## src/rtl/acq_pkg.sv

```systemverilog
// Shared widths, state codes and helpers
// for the acquisition controller.
package acq_pkg;

  localparam int ACQ_DATA_W = 128;
  localparam int ACQ_HOLD_W = 16;
  localparam int DUR_W      = 64;
  localparam int CNT_W      = 32;
  localparam int STATE_W    = 3;
  localparam int THR_W      = 3;

  typedef enum logic [STATE_W-1:0] {
    ST_IDLE = 3'd0,
    ST_RUN  = 3'd1,
    ST_HOLD = 3'd2,
    ST_DONE = 3'd3
  } state_e;

  function automatic logic [CNT_W-1:0] sat_inc(
    input logic [CNT_W-1:0] v
  );
    return (&v) ? v : v + CNT_W'(1);
  endfunction

endpackage

```

## src/rtl/axis_acq_controller_if.sv

```systemverilog
// AXI-Stream style valid/ready bundle
// shared by the event slot and the bench.
interface axis_acq_controller_if #(
  parameter int W = 128
);

  logic [W-1:0] tdata;
  logic         tvalid;
  logic         tready;

  modport master (
    output tdata,
    output tvalid,
    input  tready
  );

  modport slave (
    input  tdata,
    input  tvalid,
    output tready
  );

endinterface

```

## src/rtl/axis_event_slot.sv

```systemverilog
// One-entry output register; holds a word
// stable until the sink takes it.
module axis_event_slot #(
  parameter int DW = 128
) (
  input  logic          clk,
  input  logic          rst,
  input  logic          load_i,
  input  logic [DW-1:0] data_i,
  output logic          free_o,
  axis_acq_controller_if.master m
);

  logic [DW-1:0] data_q;
  logic          valid_q;

  // A full slot can take a new word in the
  // same cycle the sink drains the old one.
  assign free_o   = !valid_q || m.tready;
  assign m.tdata  = data_q;
  assign m.tvalid = valid_q;

  always_ff @(posedge clk) begin
    if (rst) begin
      data_q  <= '0;
      valid_q <= 1'b0;
    end else if (load_i) begin
      data_q  <= data_i;
      valid_q <= 1'b1;
    end else if (m.tready) begin
      valid_q <= 1'b0;
    end
  end

endmodule

```

## src/rtl/axis_acq_controller.sv

```systemverilog
// Run controller: gates reader events into a
// one-word output slot with holdoff and limits.
module axis_acq_controller
  import acq_pkg::*;
#(
  parameter int DATA_WIDTH = ACQ_DATA_W,
  parameter int HOLD_WIDTH = ACQ_HOLD_W
) (
  input  logic                  aclk,
  input  logic                  areset,
  input  logic                  cfg_start,
  input  logic                  cfg_stop,
  input  logic [DUR_W-1:0]      cfg_duration,
  input  logic [CNT_W-1:0]      cfg_max_events,
  input  logic [HOLD_WIDTH-1:0] cfg_holdoff,
  input  logic [THR_W-1:0]      cfg_threshold,
  output logic [THR_W-1:0]      det_cfg,
  input  logic [DATA_WIDTH-1:0] s_axis_tdata,
  input  logic                  s_axis_tvalid,
  output logic [DATA_WIDTH-1:0] m_axis_tdata,
  output logic                  m_axis_tvalid,
  input  logic                  m_axis_tready,
  output logic [CNT_W-1:0]      sts_accepted,
  output logic [CNT_W-1:0]      sts_dropped,
  output logic [STATE_W-1:0]    sts_state,
  output logic                  sts_done
);

  state_e                state_q;
  logic [DUR_W-1:0]      dur_q;
  logic                  dur_en_q;
  logic [HOLD_WIDTH-1:0] hold_cfg_q;
  logic [HOLD_WIDTH-1:0] hold_q;
  logic [CNT_W-1:0]      max_q;
  logic [CNT_W-1:0]      acc_q;
  logic [CNT_W-1:0]      drop_q;
  logic [THR_W-1:0]      thr_q;
  logic                  started_q;

  logic             slot_free;
  logic             active;
  logic             can_start;
  logic             accept;
  logic             drop;
  logic             hit_max;
  logic             dur_end;
  logic [CNT_W-1:0] acc_next;

  axis_acq_controller_if #(.W(DATA_WIDTH)) m_if ();

  axis_event_slot #(.DW(DATA_WIDTH)) u_slot (
    .clk    (aclk),
    .rst    (areset),
    .load_i (accept),
    .data_i (s_axis_tdata),
    .free_o (slot_free),
    .m      (m_if.master)
  );

  assign m_if.tready   = m_axis_tready;
  assign m_axis_tdata  = m_if.tdata;
  assign m_axis_tvalid = m_if.tvalid;

  always_comb begin
    active    = (state_q == ST_RUN) ||
                (state_q == ST_HOLD);
    can_start = cfg_start && !active;
    accept    = (state_q == ST_RUN) &&
                s_axis_tvalid && slot_free &&
                !cfg_stop;
    // Events seen before the first run
    // after reset are not counted.
    drop      = s_axis_tvalid && !accept &&
                started_q && !can_start;
    acc_next  = sat_inc(acc_q);
    hit_max   = accept && (max_q != '0) &&
                (acc_next == max_q);
    dur_end   = active && dur_en_q &&
                (dur_q == DUR_W'(1));
  end

  always_ff @(posedge aclk) begin
    if (areset) begin
      state_q    <= ST_IDLE;
      dur_q      <= '0;
      dur_en_q   <= 1'b0;
      hold_cfg_q <= '0;
      hold_q     <= '0;
      max_q      <= '0;
      acc_q      <= '0;
      drop_q     <= '0;
      thr_q      <= '0;
      started_q  <= 1'b0;
    end else if (can_start) begin
      state_q    <= ST_RUN;
      dur_q      <= cfg_duration;
      dur_en_q   <= (cfg_duration != '0);
      hold_cfg_q <= cfg_holdoff;
      hold_q     <= '0;
      max_q      <= cfg_max_events;
      acc_q      <= '0;
      drop_q     <= '0;
      thr_q      <= cfg_threshold;
      started_q  <= 1'b1;
    end else begin
      if (accept) acc_q <= acc_next;
      if (drop) drop_q <= sat_inc(drop_q);
      if (active && dur_en_q)
        dur_q <= dur_q - DUR_W'(1);
      if (active) begin
        if (cfg_stop || hit_max || dur_end) begin
          state_q <= ST_DONE;
        end else if (accept &&
                     hold_cfg_q != '0) begin
          state_q <= ST_HOLD;
          hold_q  <= hold_cfg_q;
        end else if (state_q == ST_HOLD) begin
          if (hold_q <= HOLD_WIDTH'(1))
            state_q <= ST_RUN;
          else
            hold_q <= hold_q - HOLD_WIDTH'(1);
        end
      end
    end
  end

  assign det_cfg      = thr_q;
  assign sts_accepted = acc_q;
  assign sts_dropped  = drop_q;
  assign sts_state    = state_q;
  assign sts_done     = (state_q == ST_DONE);

endmodule

```

## config.mk

```make
export PLATFORM = sky130hd
export DESIGN_NAME = axis_acq_controller
export DESIGN_NICKNAME = d
export VERILOG_FILES = /design/src/rtl/acq_pkg.sv /design/src/rtl/axis_acq_controller_if.sv /design/src/rtl/axis_event_slot.sv /design/src/rtl/axis_acq_controller.sv
export SDC_FILE = /design/constraint.sdc
export NUM_CORES = 1
export LEC_CHECK = 0
export CAP_MARGIN = 40
export CORE_MARGIN = 2
export CORE_UTILIZATION = 37
export DETAILED_ROUTE_END_ITERATION = 8
export SLEW_MARGIN = 20
export SYNTH_ARGS = -nofsm -noshare
export SYNTH_HDL_FRONTEND = slang
export SYNTH_SLANG_ARGS = --single-unit
```

## constraint.sdc

```tcl
create_clock -name aclk -period 5.2 [get_ports aclk]
set_input_delay 1.04 -clock aclk [delete_from_list [all_inputs] [get_ports aclk]]
set_output_delay 1.04 -clock aclk [all_outputs]
set_load 0.02 [all_outputs]
```

==> impl_metrics.csv <==
group,metric,value,unit
power_and_ir_drop,irDropWorstVdd,0.223,mV
synth,synth_edf_count,0,
grt,grt_max_degree,86,
detailed_routing,route.detailed.drc,0,
critical_path,critPathLaunchType,"register",
detailed_routing,ant_nets,0,
finish,drive_gt1_share,4.25,%
floorplanning,coreArea,41800,sq um
timing,setup_viol,0,
synth,async_reset_ff_share,0,%
synth,synth_cell_types,74,
critical_path,cp.arrival,4.91,ns
synth,synth_nets,2324,
synth,postSynthCellCount,2066,
clocking,cts.htree.levels,2,
finish,syn2layout_area_growth,39.6,%
timing,slew_viol_final,0,
power_and_ir_drop,p_leak,7.37,nW
finish,final_cells,3015,
timing,hold_viol_final,0,
synth,syn_area,15600,sq um
critical_path,end_kind,"register",
floorplanning,initial_core_util,37.3,%
finish,layout.nets,2700,
timing,worstMarginPinSlew,0.852,ns
clocking,cts_hold_buf,0,
place,post-dp-hpwl,44.9,mm
clocking,cts_sinks,328,
synth,synthFlopType,"dfxtp_1",
clocking,post_cts_buffers,0,
floorplanning,io_pins,449,
synth,yosys_warnings,0,
timing,period_needed,4.50,ns
floorplanning,dieArea,43700,sq um
clocking,clock_latency,0.56,ns
clocking,numCtsBuffers,39,
grt,grt.overflow.total,0,
clocking,clk_pin_slew_worst_paths,0.06,ns
timing,slew_headroom,43.0,%
clocking,cts_tree,"built",
detailed_routing,wl_per_cell,20.2,um
clocking,cts_resized,0,
place,dp_cells,2938,
place,pre_cts_ws,0.790,ns
place,io_buffers,447,
synth,yosysSeqAreaShare,42.2,%
timing,period_share,86.5,%
detailed_routing,viasPerCell,5.51,
grt,grt_pass1_vias,16031,
synth,synth_area_per_cell,7.53,sq um
detailed_routing,drt-total-wl,60.9,mm
timing,whs,0.452,ns
grt,grt_usage,27.0,%
timing,setup_ws,0.704,ns
grt,grt_pass1_wl,93.4,mm
critical_path,path_class,"reg2reg",
timing,fin_tns_setup,0,ns
place,gp_congestion,0.910,
power_and_ir_drop,p_per_area,372,nW/um^2
critical_path,cp_data_required_time,5.62,ns
worst_hold_path,hold_class,"reg2reg",
timing,finClkSkew,0.0179,ns
timing,rsz0062_at_grt,"no",
critical_path,critPathMaxFanout,14,
outcome,status,"complete, no violations",
detailed_routing,vias,16614,
job,drv_cap,0,
timing,clock.fmax,222,MHz
grt,antenna_found_initial,4,
clocking,root_buffer,"clkbuf_16",
floorplanning,die_w,209,um
floorplanning,fp-row-count,75,
synth,yosys_register_bits,328,
clocking,cts.path.max_buffers,3,
floorplanning,die_h,209,um
detailed_routing,dr.pass1.iters,5,
detailed_routing,dr.first_iter.drc_count,1143,
-- Yosys cell counts, drive strengths merged, types with 7 or more instances --
cell	number	share of area, %
inv	21	0.51
nor3	75	2.5
and3	17	0.68
clkbuf	119	2.9
nand2b	13	0.52
o311ai	14	0.79
a22oi	7	0.34
nand4	39	1.6
nor4	74	3.1
nand2	484	12
and2	13	0.52
or3	31	1.2
a221oi	12	0.68
and4	13	0.73
or4	17	0.82
dfxtp	328	42
mux2i	11	0.71
o21ai	49	1.6
o22ai	15	0.60
nor2	161	3.9
a31oi	13	0.52
a21oi	299	9.6
o211ai	15	0.72
xnor2	49	2.8
xor2	33	1.9
buf	21	0.83
nand3	44	1.4
ha	9	0.72
-- per-stage QoR --
step,total power [mW],cell area (sq um),util [%]
final,8.08,21700,52.0
after global routing,8.51,21700,52.0
after CTS,8.14,21700,51.9
after detailed placement,5.34,20400,48.8
after global placement,5.31,20300,48.7
after floorplan,4.43,15600,-
-- layer usage --
metal / global-route usage, % / share of wire, % / up-vias
met3: 7.23 / 7.2 / 102
met1: 33.2 / 42 / 7882
met4: 8.94 / 2.8 / 4
li1: - / - / 8051
met5: 0 / 0.039 / -
met2: 45.5 / 48 / 575
-- path summary, 6_finish.rpt --
kind	slack [ns]	depth (start not counted)	start	to
setup / recovery	0.70	9	sts_accepted[11]	hold_q[8]
hold / removal	0.45	2	dur_q[32]	dur_q[32]
setup reg to reg	0.70	9	sts_accepted[11]	hold_q[8]
hold reg to reg	0.45	2	dur_q[32]	dur_q[32]
-- logic make-up after synthesis --
logic type,share of synthesized area (%)
and+or+nand+nor,29.9
buffers and inverters,4.21
xor gates and xnor gates,4.62
DFF,42.2
adders and majority gates,0.724
other,0.0241
muxes,0.780
AOI/OAI and AO/OA,17.6
-- worst max-delay path, cell delays in order (launching register included) --
cell and delay (ns):
dfxtp_1 0.54, nand4_1 0.33, or4_1 0.81, nor3_4 0.43, o22ai_1 0.18, or4_1 0.60
a2111o_1 0.45, nor4_4 0.32, or3_1 0.51, o21ai_0 0.19
-- cell usage in the layout, fill, tap and decap left out, drive strengths merged, types with 5 or more instances in the layout --
cell type / n
nand2: 484
clkdlybuf4s50: 446
dfxtp: 328
a21oi: 299
nor2: 161
nor3: 75
nor4: 74
clkbuf: 65
xnor2: 49
o21ai: 49
nand3: 44
nand4: 39
xor2: 33
or3: 31
buf: 27
inv: 22
or4: 17
and3: 17
o211ai: 15
o22ai: 15
o311ai: 14
a31oi: 13
and4: 13
nand2b: 13
and2: 13
a221oi: 12
mux2i: 11
ha: 9
a22oi: 7
a211oi: 6
nor3b: 5
o31ai: 5
-- flip-flops by register name (all words and copies together) (netlist names) --
name             flops
sts_dropped         32
u_slot.m.tvalid      1
hold_cfg_q          16
started_q            1
dur_q               64
dur_en_q             1
sts_state            2
det_cfg              3
u_slot.m.tdata     128
max_q               32
sts_accepted        32
hold_q              16
-- power breakdown --
| part | internal, mW | switching [mW] | total (mW) |
|---|---|---|---|
| combinational | 0.865 | 1.40 | 2.27 |
| clock | 1.65 | 1.12 | 2.77 |
| sequential | 2.78 | 0.268 | 3.05 |
-- final cells by class --
type | count | area [sq um]
Fill cell | 3998 | 20000
Clock inverter | 8 | 108
Timing Repair Buffer | 475 | 4740
Multi-Input combinational cell | 1577 | 8360
Tap cell | 539 | 674
Clock buffer | 63 | 1180
Antenna cell | 4 | 10.0
Sequential cell | 328 | 6570
Inverter | 21 | 78.8
(Power assumes the default switching activity.)
